===== config.mk =====
export PLATFORM = sky130hd
export DESIGN_NAME = router_port_rx
export DESIGN_NICKNAME = d
export VERILOG_FILES = /design/src/rtl/router_pkg.sv /design/src/rtl/router_sync_fifo.sv /design/src/rtl/router_port_rx.sv
export SDC_FILE = /design/constraint.sdc
export NUM_CORES = 1
export LEC_CHECK = 0
export CAP_MARGIN = 25
export CORE_MARGIN = 10
export CORE_UTILIZATION = 65
export DETAILED_ROUTE_END_ITERATION = 6
export PLACE_DENSITY = 0.87
export SYNTH_ARGS = -nofsm -noshare
export SYNTH_HDL_FRONTEND = slang
export SYNTH_HIERARCHICAL = 1
export SYNTH_SLANG_ARGS = --single-unit

===== constraint.sdc =====
create_clock -name clock -period 6.3 [get_ports clock]
set_input_delay 1.89 -clock clock [delete_from_list [all_inputs] [get_ports clock]]
set_output_delay 1.89 -clock clock [all_outputs]
set_load 0.02 [all_outputs]

===== src/rtl/router_pkg.sv =====
// Shared types for the router output-port receive path.
package router_pkg;

  localparam int BYTE_W = 8;

  typedef enum logic [1:0] {
    IDLE,
    RECV,
    DROP
  } rx_state_e;

  typedef struct packed {
    logic [BYTE_W-1:0] data;
    logic              last;
  } rx_entry_t;

endpackage


===== src/rtl/router_sync_fifo.sv =====
// Single-clock FIFO; head entry read straight from register storage, zero when empty.
module router_sync_fifo #(
  parameter int WIDTH = 9,
  parameter int DEPTH = 16
) (
  input  logic             clock,
  input  logic             reset_n,
  input  logic             pushValid_i,
  input  logic [WIDTH-1:0] pushData_i,
  input  logic             popReady_i,
  output logic [WIDTH-1:0] headData_o,
  output logic             full_o,
  output logic             empty_o
);

  localparam int AW    = $clog2(DEPTH);
  localparam int CNT_W = AW + 1;

  logic [WIDTH-1:0] mem_q [DEPTH];
  logic [AW-1:0]    wrPtr_q;
  logic [AW-1:0]    rdPtr_q;
  logic [CNT_W-1:0] count_q;
  logic             doPush;
  logic             doPop;

  assign empty_o    = (count_q == '0);
  assign full_o     = (count_q == CNT_W'(DEPTH));
  assign doPop      = !empty_o && popReady_i;
  // A pop on the same edge frees the slot, so a push into a full FIFO is legal then.
  assign doPush     = pushValid_i && (!full_o || doPop);
  assign headData_o = empty_o ? '0 : mem_q[rdPtr_q];

  always_ff @(posedge clock or negedge reset_n) begin
    if (!reset_n) begin
      wrPtr_q <= '0;
      rdPtr_q <= '0;
      count_q <= '0;
    end else begin
      if (doPush) wrPtr_q <= wrPtr_q + AW'(1);
      if (doPop)  rdPtr_q <= rdPtr_q + AW'(1);
      count_q <= count_q + {{AW{1'b0}}, doPush} - {{AW{1'b0}}, doPop};
    end
  end

  always_ff @(posedge clock) begin
    if (doPush) mem_q[wrPtr_q] <= pushData_i;
  end

endmodule


===== src/rtl/router_port_rx.sv =====
// Deserialises a router output port (frame/valid/bit strobes) into a byte FIFO
// with end-of-packet marking, overflow/alignment error pulses and a packet counter.
module router_port_rx
  import router_pkg::*;
#(
  parameter int FIFO_DEPTH = 16
) (
  input  logic              clock,
  input  logic              reset_n,
  input  logic              frameo_n,
  input  logic              valido_n,
  input  logic              dout,
  output logic              out_valid,
  input  logic              out_ready,
  output logic [BYTE_W-1:0] out_data,
  output logic              out_last,
  output logic              err_overflow,
  output logic              err_align,
  output logic [15:0]       pkt_count
);

  rx_state_e         state_q, state_d;
  logic [BYTE_W-1:0] asm_q, asm_d;
  logic [2:0]        bitCnt_q, bitCnt_d;
  logic [BYTE_W-1:0] stage_q, stage_d;
  logic              stageValid_q, stageValid_d;
  logic              flushLast_q, flushLast_d;
  logic              frameSeenHigh_q;
  logic              errOverflow_q, errOverflow_d;
  logic              errAlign_q, errAlign_d;
  logic [15:0]       pktCount_q, pktCount_d;

  logic              sampled;
  logic              byteDone;
  logic [BYTE_W-1:0] newByte;
  logic              pushValid;
  logic              pushAccept;
  logic              popNow;
  logic              fifoFull;
  logic              fifoEmpty;
  rx_entry_t         pushEntry;
  rx_entry_t         headEntry;

  always_comb begin
    sampled       = !valido_n;
    newByte       = {dout, asm_q[BYTE_W-1:1]};
    byteDone      = (state_q == RECV) && sampled && (bitCnt_q == 3'd7);
    popNow        = !fifoEmpty && out_ready;
    state_d       = state_q;
    asm_d         = asm_q;
    bitCnt_d      = bitCnt_q;
    stage_d       = stage_q;
    stageValid_d  = stageValid_q;
    flushLast_d   = 1'b0;
    errOverflow_d = 1'b0;
    errAlign_d    = 1'b0;
    pktCount_d    = pktCount_q;
    pushValid     = 1'b0;
    pushEntry     = '{data: stage_q, last: 1'b0};

    // The final byte of an aligned packet is written one cycle after the packet closes.
    if (flushLast_q) begin
      pushValid      = 1'b1;
      pushEntry.last = 1'b1;
      stageValid_d   = 1'b0;
    end

    case (state_q)
      IDLE: begin
        if (!frameo_n && frameSeenHigh_q) begin
          state_d = RECV;
          if (sampled) begin
            asm_d    = newByte;
            bitCnt_d = 3'd1;
          end
        end
      end
      RECV: begin
        if (sampled) begin
          asm_d    = newByte;
          bitCnt_d = bitCnt_q + 3'd1;
        end
        if (byteDone) begin
          pushValid      = stageValid_q;
          pushEntry.last = 1'b0;
          stage_d        = newByte;
          stageValid_d   = 1'b1;
        end
        if (frameo_n) begin
          state_d  = IDLE;
          asm_d    = '0;
          bitCnt_d = '0;
          if (byteDone) begin
            flushLast_d = 1'b1;
          end else begin
            pushValid      = stageValid_q;
            pushEntry.last = 1'b1;
            stageValid_d   = 1'b0;
            errAlign_d     = 1'b1;
          end
        end
      end
      DROP: begin
        if (frameo_n) state_d = IDLE;
      end
      default: state_d = IDLE;
    endcase

    pushAccept = pushValid && (!fifoFull || popNow);

    // A refused write abandons the rest of the packet; only an open frame needs DROP.
    if (pushValid && !pushAccept) begin
      errOverflow_d = 1'b1;
      stageValid_d  = 1'b0;
      flushLast_d   = 1'b0;
      if (state_q == RECV && !frameo_n) begin
        state_d  = DROP;
        asm_d    = '0;
        bitCnt_d = '0;
      end
    end

    if (pushAccept && pushEntry.last) pktCount_d = pktCount_q + 16'd1;
  end

  always_ff @(posedge clock or negedge reset_n) begin
    if (!reset_n) begin
      state_q         <= IDLE;
      asm_q           <= '0;
      bitCnt_q        <= '0;
      stage_q         <= '0;
      stageValid_q    <= 1'b0;
      flushLast_q     <= 1'b0;
      frameSeenHigh_q <= 1'b0;
      errOverflow_q   <= 1'b0;
      errAlign_q      <= 1'b0;
      pktCount_q      <= '0;
    end else begin
      state_q         <= state_d;
      asm_q           <= asm_d;
      bitCnt_q        <= bitCnt_d;
      stage_q         <= stage_d;
      stageValid_q    <= stageValid_d;
      flushLast_q     <= flushLast_d;
      frameSeenHigh_q <= frameSeenHigh_q | frameo_n;
      errOverflow_q   <= errOverflow_d;
      errAlign_q      <= errAlign_d;
      pktCount_q      <= pktCount_d;
    end
  end

  router_sync_fifo #(
    .WIDTH($bits(rx_entry_t)),
    .DEPTH(FIFO_DEPTH)
  ) fifo (
    .clock      (clock),
    .reset_n    (reset_n),
    .pushValid_i(pushAccept),
    .pushData_i (pushEntry),
    .popReady_i (out_ready),
    .headData_o (headEntry),
    .full_o     (fifoFull),
    .empty_o    (fifoEmpty)
  );

  assign out_valid    = !fifoEmpty;
  assign out_data     = headEntry.data;
  assign out_last     = headEntry.last;
  assign err_overflow = errOverflow_q;
  assign err_align    = errAlign_q;
  assign pkt_count    = pktCount_q;

endmodule


==> results of run 1 <==
==> area by class of cell <==
type	count	area [sq um]	area share [%]
Clock inverter	5	52.6	0.558
Multi-Input combinational cell	251	2470	26.2
Clock buffer	27	483	5.13
Timing Repair Buffer	47	443	4.70
Inverter	20	75.1	0.797
Sequential cell	198	5680	60.3
Tap cell	172	215	2.28
==> cells in the final DEF, fill, tap and decap left out, types with 9 or more instances in the layout <==
| cell | n |
|---|---|
| edfxtp_1 | 144 |
| dfrtp_1 | 52 |
| mux4_2 | 34 |
| clkdlybuf4s50_1 | 32 |
| nor2_1 | 30 |
| a211oi_1 | 21 |
| inv_1 | 20 |
| ha_1 | 18 |
| xor2_1 | 17 |
| clkbuf_16 | 17 |
| nand2_1 | 15 |
| buf_4 | 13 |
| nor2b_1 | 12 |
| mux2i_1 | 10 |
| a22oi_1 | 10 |
| mux2_2 | 9 |
==> metal layers <==
layer / vias to the layer above / wire (um)
met4: 0 / 384
met3: 28 / 1060
li1: 1993 / -
met5: - / 0
met2: 177 / 8260
met1: 2318 / 6790
==> through the flow <==
stage	hold slack [ns]	utilization, %
after floorplan	0.481	-
after global placement	0.459	70.2
after detailed placement	0.469	70.2
after CTS	0.483	74.5
after global routing	0.516	74.6
final	0.478	74.6
==> sequential cells by signal, indices dropped and copies added, names as in the netlist <==
name / cells
asm_q: 7
bitCnt_q: 3
err_align: 1
err_overflow: 1
fifo/count_q: 5
fifo/mem_q: 144
fifo/rdPtr_q: 4
fifo/wrPtr_q: 4
flushLast_q: 1
frameSeenHigh_q: 1
pkt_count: 16
stageValid_q: 1
stage_q: 8
state_q: 2
==> power breakdown <==
group / internal, mW / switching [mW] / total [mW]
Clock: 0.564 / 0.437 / 1.00
Sequential: 1.48 / 0.172 / 1.66
Combinational: 0.441 / 0.445 / 0.886
==> path summary, 6_finish.rpt <==
kind	from	cells after the start	end	slack, ns
max in group asynchronous	reset_n	2	fifo/rdPtr_q[1]	4.23
min in group asynchronous	reset_n	2	state_q[1]	1.58
max	fifo/rdPtr_q[1]	5	out_data[0]	1.17
min	pkt_count[15]	1	pkt_count[15]	0.48
max reg2reg	bitCnt_q[0]	17	fifo/count_q[4]	2.73
min reg2reg	pkt_count[15]	1	pkt_count[15]	0.48
==> cells by family after synthesis <==
family | Yosys count | synth area share (%)
AO/OA/AOI/OAI | 64 | 6.42
AND/OR/NAND/NOR | 87 | 5.19
multiplexers | 56 | 12.3
buffers and inverters | 43 | 2.63
adder cells (fa/ha/maj) | 19 | 2.93
XOR/XNOR | 25 | 2.62
flip-flops | 198 | 67.9
==> impl_results.md, run 1 <==
* Largest net degree at the start of global routing at 55
* Vias post-DR at 4516
* EDFF count, synth at 144
* CTS sink count at 198
* Setup TNS at 0 ns
* Worst Hold Class: reg2reg
* Global-route wire length before repair at 26.4 mm
* Initial antenna violation count at 0
* Pre-CTS setup slack at 1.04 ns
* Peak VDD IR at 177 uV
* Largest cells by area after synthesis: edfxtp_1, dfrtp_1, mux4_2
* Final Hold Vio Count at 0
* 1st-iter DRT viols at 337
* Area growth syn-to-layout at 12.6%
* Met1 usage at 24.7%
* H-tree level count at 4
* Final worst slack at 1.17 ns
* Diode count at 0
* Fraction of registers with async set/reset at 27.3%
* Core Rows at 41
* Buf+Inv Stages, Crit Path at 1
* Cell area after layout at 0.00942 sq mm
* Die area at 0.0178 sq mm
* DIE HEIGHT at 133 um
* Rel. slew slack at 41.7%
* Power Total at 3.54 mW
* Deepest clock path buffer count at 2
* Vias in the first global route at 4721
* RSZ-0062 raised after global routing: no
* Measured slew at the worst slew-check pin at 0.871 ns
* WS Path Type: reg2out
* Critical path launch point type: flop
* Max stage delay cell, worst path: dfrtp_2
* Worst clock skew at 0.00719 ns
* Outcome: complete, no violations
* Post-route clock period utilization at 81.4%
* Root buf cell: clkbuf_16
* Fin crit period at 5.13 ns
* Global route overflow at 0
* Post-CTS Resized at 0
* Via density at 6.27
* Pwr dens at 376 mW/mm^2
* Met3 GRT Util at 4.77%
* Clk Latency, worst-skew pair at 0.43 ns
* Critical Path RT at 4.41 ns
* Share of post-route cells with drive strength above 1 at 18.1%
* Fin nets at 560
* Cell Area, Synth at 0.00836 sq mm
* CTS Hold Buffers Added at 0
* Post-CTS repair timing setup buffer count at 0
* Total GRT Usage at 19.3%
* Top cell type's share of synthesized area at 51.7%
* Filler instances at 763
* Nature of the critical path endpoint: primary output
* Netlist cell types at 48
* PortBufs at 33
* Final Non-Filler Cells at 720
* Most frequent cells after synthesis: edfxtp_1, dfrtp_1, mux4_2
* Floorplan core area at 0.0126 sq mm
* Slowest stage delay, CP at 0.89 ns
* Ys flop type: edfxtp_1
* Met2 GRT Util at 31.2%
* GP Congestion at 0.834
* Initial Util at 66.3%
* # setup viols final at 0
* Ports at 34
* Busiest layer in global routing: met2
* Dpl hpwl at 10.5 mm
* Synth area leader: edfxtp_1
* Post-route ant nets at 0
* Leakage at 3.21 nW
* Register area share after synthesis at 67.9%
* Synth warn at 6
* # DRC at 0
* Clock tree from TritonCTS: built
* Max-Cap Viols at 0
* Crit path max-delay family: flip-flops
* Gate Count Post-Synth at 492
* Post-synthesis register bit count at 198
* Mapped Nets at 517
* DRT Pass-1 Iters at 7
* Placed cell areas at 0.00886 sq mm
* Dpl cells at 687
* Worst Path Max Fanout at 27
* Syn_area_per_cell at 17.0 sq um
* CTS clock-pin slew for the worst setup and hold paths at 0.06 ns
* Most frequent cell after synthesis: edfxtp_1
* CP Cell Sequence: mux4_2 > nor2b_1 > a211oi_1 > a211oi_1 > clkdlybuf4s50_1
* Inserted Clock Buffers at 17
* Avg WL per Cell at 22.9 um
* WP data arrival at 3.24 ns
* Critical path's most frequent cell: a211oi_1
* Die W at 133 um
* Fmax at 0.195 GHz
* WL final at 16.5 mm
* Fin. max-slew vios at 0
Power figures use the tool's default switching activity.
==> run 2: changes to the inputs <==
--- a/config.mk
+++ b/config.mk
@@ -7,9 +7,9 @@
 export LEC_CHECK = 0
 export CAP_MARGIN = 25
 export CORE_MARGIN = 10
-export CORE_UTILIZATION = 65
+export CORE_UTILIZATION = 60
 export DETAILED_ROUTE_END_ITERATION = 6
-export PLACE_DENSITY = 0.87
+export PLACE_DENSITY = 0.82
 export SYNTH_ARGS = -nofsm -noshare
 export SYNTH_HDL_FRONTEND = slang
 export SYNTH_HIERARCHICAL = 1
==> constraint.sdc (replaced) <==
create_clock -name clock -period 5.2 [get_ports clock]
set_input_delay 1.56 -clock clock [delete_from_list [all_inputs] [get_ports clock]]
set_output_delay 1.56 -clock clock [all_outputs]
set_load 0.02 [all_outputs]
==> run 2 against run 1 <==
  * Critical path depth unchanged
  * Clock-buffer cell count down 6
  * Cell count up 3.1%
  * Core utilization down 5.2 points
  * Critical path type unchanged
  * Hold slack worse by 0.0059 ns
  * Sequential power up 21%
  * Global-route usage down 1.7 points
  * First-iteration DRC count up 9.5%
  * Clock power up 28%
  * Combinational power up 20%
  * Non-clock buffer count up 14
==> impl_results.md, run 2 (synthesized netlist as in run 1, its figures left out) <==
* Outcome: complete, no violations
* WP data arrival at 3.05 ns (-0.19 ns)
* Clock tree from TritonCTS: built
* Vias in the first global route at 4827 (+2.2%)
* Via density at 6.09 (-2.9%)
* RSZ-0062 raised after global routing: no
* Critical path launch point type: flop
* Most frequent cells in the layout: edfxtp_1, dfrtp_1, mux4_2
* Fin. max-slew vios at 0 (unchanged)
* Measured slew at the worst slew-check pin at 0.770 ns (-0.101 ns)
* Max reg flops at 144 (unchanged)
* Nature of the critical path endpoint: primary output
* Placed cell areas at 0.00899 sq mm (+1.4%)
* Worst clock skew at 0.00629 ns (-0.000903 ns)
* Clk Latency, worst-skew pair at 0.43 ns (about the same)
* Core Rows at 43 (+4.9%)
* Diode count at 0 (unchanged)
* Post-route ant nets at 0 (unchanged)
* Critical Path RT at 3.64 ns (-0.77 ns)
* Fin crit period at 4.61 ns
* Max-Cap Viols at 0 (unchanged)
* Worst Path Max Fanout at 16 (-41%)
* Rel. slew slack at 48.3% (+6.6 points)
* Avg WL per Cell at 22.2 um (-3.2%)
* Initial Util at 60.7% (-5.5 points)
* Max stage delay cell, worst path: dfrtp_2
* Post-route clock period utilization at 88.7%
* DRT Pass-1 Iters at 4 (-3)
* Fin nets at 574 (+2.5%)
* Post-CTS Resized at 0 (unchanged)
* Worst Hold Class: reg2reg
* Largest net degree at the start of global routing at 30 (-45%)
* WL final at 16.5 mm (-0.21%)
* Critical path's most frequent cell: a211oi_1
* Initial antenna violation count at 0 (unchanged)
* Floorplan core area at 0.0138 sq mm (+9.1%)
* Peak VDD IR at 230 uV (+30%)
* Ports at 34 (unchanged)
* PortBufs at 33 (unchanged)
* Share of post-route cells with drive strength above 1 at 20.1% (+2.0 points)
* Inserted Clock Buffers at 17 (unchanged)
* # DRC at 0 (unchanged)
* H-tree level count at 4 (unchanged)
* Commonest non-fill, non-tap cell in the layout: edfxtp_1
* Total GRT Usage at 17.6% (-1.7 points)
* Filler instances at 924 (+21%)
* Fmax at 0.217 GHz
* CTS clock-pin slew for the worst setup and hold paths at 0.06 ns (about the same)
* Deepest clock path buffer count at 2 (unchanged)
* Post-CTS repair timing setup buffer count at 0 (unchanged)
* WS Path Type: reg2out
* Top reg by flops: fifo/mem_q
* Final Hold Vio Count at 0 (unchanged)
* CTS sink count at 198 (unchanged)
* Cell area after layout at 0.00956 sq mm (+1.5%)
* Pwr dens at 455 mW/mm^2 (+21%)
* 1st-iter DRT viols at 369 (+9.5%)
* CTS Hold Buffers Added at 0 (unchanged)
* Vias post-DR at 4520 (+0.089%)
* Global-route wire length before repair at 26.4 mm (about the same)
* Global route overflow at 0 (unchanged)
* Slowest stage delay, CP at 0.70 ns (-0.19 ns)
* Area growth syn-to-layout at 14.3%
* Setup TNS at 0 ns (unchanged)
* Dpl hpwl at 10.6 mm (+0.77%)
* Leakage at 3.29 nW (+2.5%)
* # setup viols final at 0 (unchanged)
* Root buf cell: clkbuf_16
* CP Cell Sequence: buf_4 > mux4_2 > a211oi_1 > a211oi_1 > clkdlybuf4s50_1
* GP Congestion at 0.828 (-0.66%)
* Die W at 138 um (+3.5%)
* Die area at 0.0191 sq mm (+7.1%)
* DIE HEIGHT at 138 um (+3.5%)
==> run 2: cell types whose count changed in the layout (fill, tap and decap cells not counted) <==
cell / change
buf_4: +15
buf_12: -1
clkbuf_1: -4
clkinv_1: +4
clkinv_2: -2
clkinvlp_4: +2
clkbuf_8: -2
bufinv_16: +2
==> run 2: final timing paths <==
check	from	end	slack, ns	cells after the start
setup / recovery	fifo/rdPtr_q[1]	out_data[1]	0.59	5
hold / removal	pkt_count[15]	pkt_count[15]	0.47	1
setup reg to reg	bitCnt_q[0]	fifo/count_q[4]	1.82	17
hold reg to reg	pkt_count[15]	pkt_count[15]	0.47	1
max in group asynchronous	reset_n	fifo/count_q[4]	3.28	2
min in group asynchronous	reset_n	bitCnt_q[2]	1.11	1
==> run 2: power breakdown <==
part / internal [mW] / leakage, nW / total (mW) / switching (mW)
sequential: 1.80 / 1.85 / 2.01 / 0.215
clock: 0.748 / 0.267 / 1.28 / 0.530
combinational: 0.527 / 1.18 / 1.06 / 0.530
==> run 2: area by class of cell <==
type / instances / area, sq um / area share, %
well taps: 180 / 225 / 2.36
inverters: 20 / 75.1 / 0.785
clock inverters: 11 / 133 / 1.39
clock buffers: 21 / 440 / 4.61
flip-flops and latches: 198 / 5680 / 59.4
repair buffers: 61 / 536 / 5.60
multi-input cells: 251 / 2470 / 25.9
==> run 2: routing by layer <==
metal | GRT usage, % | wire (um) | up-vias
met4 | 7.77 | 364 | 0
met2 | 29.0 | 8400 | 158
met1 | 21.6 | 6640 | 2311
met3 | 4.25 | 1060 | 29
li1 | - | - | 2022
met5 | 0 | 0 | -
==> run 2: stage by stage <==
stage	setup slack [ns]	std cells	power, mW	util [%]	hold WS (ns)
after global placement	0.642	710	3.04	65.2	0.461
final	0.587	742	4.35	69.4	0.472
after detailed placement	0.501	710	3.11	65.2	0.456
after CTS	0.526	742	4.38	69.4	0.475
after global routing	0.456	742	4.54	69.4	0.487
after floorplan	0.940	492	2.75	-	0.481
==> run 2: worst max-delay path, delay by kind of cell (launching register included) <==
kind	cells	cell delay (ns)
buffers and inverters	2	0.94
AO/OA/AOI/OAI	2	0.45
flip-flops	1	0.70
multiplexers	1	0.52
